[src/rtl/core_seq_ctrl_pkg.sv]
// Shared definitions for the multi-cycle core sequencer: state encodings,
// the NOP instruction word and the default reset PC.
package core_seq_ctrl_pkg;

    localparam int REG_BUS = 64;

    localparam logic [31:0]        INST_NOP     = 32'h0000_0013;
    localparam logic [REG_BUS-1:0] PC_RESET_DEF = 64'h0000_0000_8000_0000;

    typedef enum logic [2:0] {
        ST_IDLE      = 3'd0,
        ST_FETCH     = 3'd1,
        ST_DECODE    = 3'd2,
        ST_EXECUTE   = 3'd3,
        ST_WRITEBACK = 3'd4,
        ST_HALT      = 3'd5,
        ST_ERR       = 3'd6
    } seq_state_t;

endpackage

[src/rtl/core_seq_timer.sv]
// Clearable up-counter that raises term_o once LIMIT-1 enabled cycles have
// elapsed, so the LIMIT-th waiting cycle is the one that sees the flag.
module core_seq_timer #(
    parameter int LIMIT = 16
) (
    input  logic clk,
    input  logic rst,
    input  logic clr_i,
    input  logic en_i,
    output logic term_o
);

    localparam int W = (LIMIT > 1) ? $clog2(LIMIT) : 1;
    localparam logic [W-1:0] TERM_CNT = W'(LIMIT - 1);

    logic [W-1:0] count_q;
    logic [W-1:0] count_d;

    assign term_o = (count_q == TERM_CNT);

    always_comb begin
        count_d = count_q;
        if (clr_i) begin
            count_d = '0;
        end else if (en_i && !term_o) begin
            count_d = count_q + 1'b1;
        end
    end

    always_ff @(posedge clk or posedge rst) begin
        if (rst) begin
            count_q <= '0;
        end else begin
            count_q <= count_d;
        end
    end

endmodule

[src/rtl/core_seq_ctrl.sv]
// Multi-cycle sequencer for the RV64I core: owns PC, instruction register,
// fetch handshake, regfile write strobe, halt/error states and retire count.
module core_seq_ctrl
    import core_seq_ctrl_pkg::*;
#(
    parameter logic [REG_BUS-1:0] PC_RESET      = PC_RESET_DEF,
    parameter int                 FETCH_TIMEOUT = 16
) (
    input  logic               clk,
    input  logic               rst,
    output logic               inst_ena,
    output logic [REG_BUS-1:0] inst_addr,
    input  logic               inst_valid,
    input  logic [31:0]        inst_rdata,
    output logic [31:0]        ir,
    input  logic               dec_rd_w_ena,
    output logic               wb_ena,
    input  logic               branch_taken,
    input  logic [REG_BUS-1:0] branch_target,
    input  logic               halt_req,
    output logic               halted,
    output logic               fetch_err,
    output logic [63:0]        retire_cnt,
    output logic [2:0]         state_o
);

    seq_state_t         state_q, state_d;
    logic [REG_BUS-1:0] pc_q, pc_d;
    logic [31:0]        ir_q, ir_d;
    logic [63:0]        retire_q, retire_d;
    logic               tmr_term;

    core_seq_timer #(
        .LIMIT (FETCH_TIMEOUT)
    ) u_fetch_timer (
        .clk    (clk),
        .rst    (rst),
        .clr_i  (state_q != ST_FETCH),
        .en_i   ((state_q == ST_FETCH) && !inst_valid),
        .term_o (tmr_term)
    );

    always_comb begin
        state_d  = state_q;
        pc_d     = pc_q;
        ir_d     = ir_q;
        retire_d = retire_q;
        case (state_q)
            ST_IDLE:    state_d = ST_FETCH;
            ST_FETCH: begin
                // A response arriving on the limit cycle still counts as a fetch.
                if (inst_valid) begin
                    ir_d    = inst_rdata;
                    state_d = ST_DECODE;
                end else if (tmr_term) begin
                    state_d = ST_ERR;
                end
            end
            ST_DECODE:  state_d = ST_EXECUTE;
            ST_EXECUTE: state_d = ST_WRITEBACK;
            ST_WRITEBACK: begin
                retire_d = retire_q + 64'd1;
                if (branch_taken && (branch_target[1:0] != 2'b00)) begin
                    state_d = ST_ERR;
                end else begin
                    pc_d    = branch_taken ? branch_target : pc_q + 64'd4;
                    state_d = halt_req ? ST_HALT : ST_FETCH;
                end
            end
            ST_HALT:    state_d = ST_HALT;
            ST_ERR:     state_d = ST_ERR;
            default:    state_d = ST_IDLE;
        endcase
    end

    always_ff @(posedge clk or posedge rst) begin
        if (rst) begin
            state_q  <= ST_IDLE;
            pc_q     <= PC_RESET;
            ir_q     <= INST_NOP;
            retire_q <= '0;
        end else begin
            state_q  <= state_d;
            pc_q     <= pc_d;
            ir_q     <= ir_d;
            retire_q <= retire_d;
        end
    end

    // ERR and HALT are terminal, so decoding them from state keeps the flags sticky.
    assign inst_ena   = (state_q == ST_FETCH);
    assign inst_addr  = pc_q;
    assign ir         = ir_q;
    assign wb_ena     = (state_q == ST_WRITEBACK) && dec_rd_w_ena;
    assign halted     = (state_q == ST_HALT);
    assign fetch_err  = (state_q == ST_ERR);
    assign retire_cnt = retire_q;
    assign state_o    = state_q;

endmodule
[config.mk]
export PLATFORM = sky130hd
export DESIGN_NAME = core_seq_ctrl
export DESIGN_NICKNAME = d
export VERILOG_FILES = /design/src/rtl/core_seq_ctrl_pkg.sv /design/src/rtl/core_seq_timer.sv /design/src/rtl/core_seq_ctrl.sv
export SDC_FILE = /design/constraint.sdc
export NUM_CORES = 1
export LEC_CHECK = 0
export BUFFER_PORTS_ARGS = -buffer_cell sky130_fd_sc_hd__buf_4
export CAP_MARGIN = 20
export CORE_ASPECT_RATIO = 1.2
export CORE_MARGIN = 10
export CORE_UTILIZATION = 45
export CTS_CLUSTER_SIZE = 12
export DETAILED_ROUTE_END_ITERATION = 10
export PLACE_DENSITY = 0.68
export SLEW_MARGIN = 10
export SYNTH_ARGS = -nofsm -noshare
export SYNTH_HDL_FRONTEND = slang
export SYNTH_SLANG_ARGS = --single-unit
[constraint.sdc]
create_clock -name clk -period 8.81 [get_ports clk]
set_input_delay 2.2025 -clock clk [delete_from_list [all_inputs] [get_ports clk]]
set_output_delay 2.2025 -clock clk [all_outputs]
set_load 0.05 [all_outputs]
==> results.txt <==
Iteration-0 DRC count of the detailed router: 444
F_max: 0.2075 GHz
WHS: 0.4783 ns
Sum of internal, switching and leakage power: 3.812 mW
Part of the Yosys area used for sequential elements: 47.85%
Netlist Area Pre-Place: 8745 sq um
Max-cap violations: 0
Routability congestion estimate: 0.8474
Final setup violation count: 0
Root Driver: sky130_fd_sc_hd__clkbuf_16
Via-to-Cell Ratio: 5.541
Antenna violations before repair: 1
Type of origin of the critical path: input port
Unrepaired setup endpoints after global routing: false
Crit path cell chain: buf_4 -> and2_1 -> buf_4
Htree depth: 4
Number of failing hold endpoints at the final stage: 0
Fill cells: 1682
Total routing usage reported by global routing: 20.67%
Ratio of final minimum period to clock period: 54.70%
Type of the worst min-delay path: register to register
Via count of the first global-routing pass: 7704
Largest net degree at the start of global routing: 107
Initial core utilization: 46.04%
Count of mapped cells out of synthesis: 898
Clock Tree Buf Depth: 2
Most instantiated flip-flop cell in the synthesis netlist: sky130_fd_sc_hd__dfrtp_1
Count of pins over their slew limit: 0
Area Growth Syn to Fin: 32.94%
Most used cell, CP: sky130_fd_sc_hd__buf_4
Total setup buffers inserted after CTS: 0
Total iterations of the first detailed-routing run: 5
Critical R2R Launch: inst_addr[2]
Footprint of the flip-flops and latches: 4184 sq um
Actual transition at the worst max-transition pin: 1.008 ns
First-pass GRT wire length: 43.11 mm
Total power divided by cell area: 327.9 nW/um^2
Total number of clock tree sinks: 167
Total overflow reported by the global router: 0
Data required, critical path: 6.61 ns
Crit path launch: dec_rd_w_ena
EDFF count, synth: 0
Slowest-stage cell, CP: sky130_fd_sc_hd__buf_4
Total length of routed wires: 26.97 mm
Mapped Nets: 1003
Number of primary I/O pins: 269
Critical path class: input port to output port
Post-layout net count: 1252
Total via count in the routed design: 7851
Final core utilization: 61.21%
Hold-fix buffers, CTS: 0
Post-synthesis cell type count: 71
Fin Clk Skew: 0.01428 ns
Outcome: finished, final reports clean
Count of yosys warnings during synthesis: 0
Number of nets with antenna violations after routing: 0
Drt wl/cell: 19.03 um
Fraction of layout cells with a size suffix above 1: 32.33%
Worst hold start: retire_cnt[63]
Critical path endpoint category: output port
Max IR drop VDD: 0.2148 mV
Clock transition at path regs: 0.07 ns
Number of buffers created by CTS: 17
Synthesized flop and latch total: 167
Maximum fanout encountered on the critical timing path: 1
Worst-Skew Late Latency: 0.43 ns
Share of synthesized flip-flops with an asynchronous set or reset: 100.0%
Setup TNS: 0 ns
Final critical-path required period: 4.819 ns
Worst relative slew slack: 32.78%
Placeable core area: 18990 sq um
Leakage: 5.358 nW
Count of instances resized after the clock tree is built: 0
DIE AREA: 25430 sq um
Average instance area after synthesis: 9.738 sq um
DPL Wire Length: 20.21 mm
CTS tree: yes
Signal arrival time at the worst endpoint: 2.62 ns
Number of rows created at floorplan: 55
Die extent in y: 172.7 um
Area taken by multi-input logic gates: 4307 sq um
Count of buffers inserted at the top-level ports: 268
Max incr delay on CP: 0.18 ns
Post-route DRC: 0
Die outline width: 147.3 um
-- placed cells by master, fill, tap and decap left out, types with 4 or more instances in the layout --
master                      synthesis  final
sky130_fd_sc_hd__o211ai_1           4      4
sky130_fd_sc_hd__nor3_1            33     33
sky130_fd_sc_hd__nand2_1           78     77
sky130_fd_sc_hd__dfstp_2            4      4
sky130_fd_sc_hd__xor2_1            29     29
sky130_fd_sc_hd__nor4_1            13     13
sky130_fd_sc_hd__nand4_1           27     27
sky130_fd_sc_hd__and3_1            24     24
sky130_fd_sc_hd__xnor2_1           36     36
sky130_fd_sc_hd__clkbuf_1          31      4
sky130_fd_sc_hd__o2bb2ai_1         13     13
sky130_fd_sc_hd__and2_1             5      5
sky130_fd_sc_hd__o21ai_0           52     52
sky130_fd_sc_hd__a22oi_1           14     14
sky130_fd_sc_hd__mux2i_1           10     10
sky130_fd_sc_hd__or3_1             10     10
sky130_fd_sc_hd__a311oi_1           9      9
sky130_fd_sc_hd__nor4_4             4      4
sky130_fd_sc_hd__o22ai_1            7      7
sky130_fd_sc_hd__mux2_2            33     33
sky130_fd_sc_hd__nand3_1           52     52
sky130_fd_sc_hd__nor2_1            88     87
sky130_fd_sc_hd__a21oi_1           35     35
sky130_fd_sc_hd__clkbuf_16          0     17
sky130_fd_sc_hd__dfrtp_1          163    163
sky130_fd_sc_hd__buf_4              1    276
sky130_fd_sc_hd__a31oi_1           11     11
sky130_fd_sc_hd__and4_1             7      7
sky130_fd_sc_hd__a211oi_1           7      7
sky130_fd_sc_hd__bufinv_16          0      6
sky130_fd_sc_hd__nor3_2             4      4
sky130_fd_sc_hd__inv_1             18     17
sky130_fd_sc_hd__nor2b_1            6      6
-- registers in the layout (all words and copies together), names as in the netlist --
name / flops
state_o: 3
ir: 32
retire_cnt: 64
inst_addr: 64
u_fetch_timer.count_q: 4
-- where the power goes --
| part | switching, mW | internal [mW] | total [mW] |
|---|---|---|---|
| Clock | 0.311 | 0.535 | 0.846 |
| Combinational | 1.18 | 0.538 | 1.72 |
| Sequential | 0.261 | 0.986 | 1.25 |
| Total | 1.75 | 2.06 | 3.81 |
-- path summary, 6_finish.rpt --
| kind | endpoint | slack [ns] | cells after the start |
|---|---|---|---|
| setup / recovery | wb_ena | 3.99 | 3 |
| hold / removal | retire_cnt[63] | 0.48 | 1 |
| setup reg to reg | inst_addr[58] | 5.89 | 7 |
| hold reg to reg | retire_cnt[63] | 0.48 | 1 |
| max in group asynchronous | ir[16] | 5.78 | 3 |
| min in group asynchronous | retire_cnt[60] | 1.89 | 2 |
-- metal layers --
layer,GRT usage [%],wire (um),vias up
met5,0,0,-
met1,25.50,11110,3829
met2,33.77,13400,232
li1,-,-,3765
met4,6.286,456,0
met3,6.451,1998,25
-- cells in the mapped netlist, types with 14 or more instances --
cell type | instances | area share, %
sky130_fd_sc_hd__nand2_1 | 78 | 3.3
sky130_fd_sc_hd__a22oi_1 | 14 | 1.2
sky130_fd_sc_hd__nor3_1 | 33 | 1.9
sky130_fd_sc_hd__inv_1 | 18 | 0.77
sky130_fd_sc_hd__a21oi_1 | 35 | 2.0
sky130_fd_sc_hd__nand4_1 | 27 | 1.9
sky130_fd_sc_hd__xor2_1 | 29 | 2.9
sky130_fd_sc_hd__and3_1 | 24 | 1.7
sky130_fd_sc_hd__o21ai_0 | 52 | 3.0
sky130_fd_sc_hd__mux2_2 | 33 | 4.2
sky130_fd_sc_hd__clkbuf_1 | 31 | 1.3
sky130_fd_sc_hd__xnor2_1 | 36 | 3.6
sky130_fd_sc_hd__nor2_1 | 88 | 3.8
sky130_fd_sc_hd__nand3_1 | 52 | 3.0
sky130_fd_sc_hd__dfrtp_1 | 163 | 47
-- final cells by class --
cell class	instances	area share [%]
multi-input combinational	666	37.05
sequential	167	35.99
timing repair buffer	276	17.82
clock buffer	21	3.789
tap	256	2.755
clock inverter	11	1.916
inverter	19	0.6565
antenna	1	0.02153
-- through the flow --
stage | area, sq um | cells | setup slack [ns]
final | 11620 | 1417 | 3.991
after global routing | 11620 | 1417 | 3.977
after CTS | 11620 | 1416 | 3.984
after detailed placement | 10960 | 1384 | 3.984
after global placement | 10960 | 1384 | 3.994
after floorplan | 8745 | 898 | 2.096
-- critical path: cells and delay by family --
kind / cells / cell delay [ns]
buffers and inverters: 2 / 0.28
AND/OR/NAND/NOR: 1 / 0.13
-- logic make-up after synthesis --
logic type,Yosys count,synth area share [%]
flip-flops,167,47.85
AND/OR/NAND/NOR,380,23.85
AO/OA/AOI/OAI,175,12.95
adder cells (fa/ha/maj),3,0.4293
buffers and inverters,65,3.019
XOR/XNOR,65,6.510
multiplexers,43,5.394
Power figures use the tool's default switching activity.
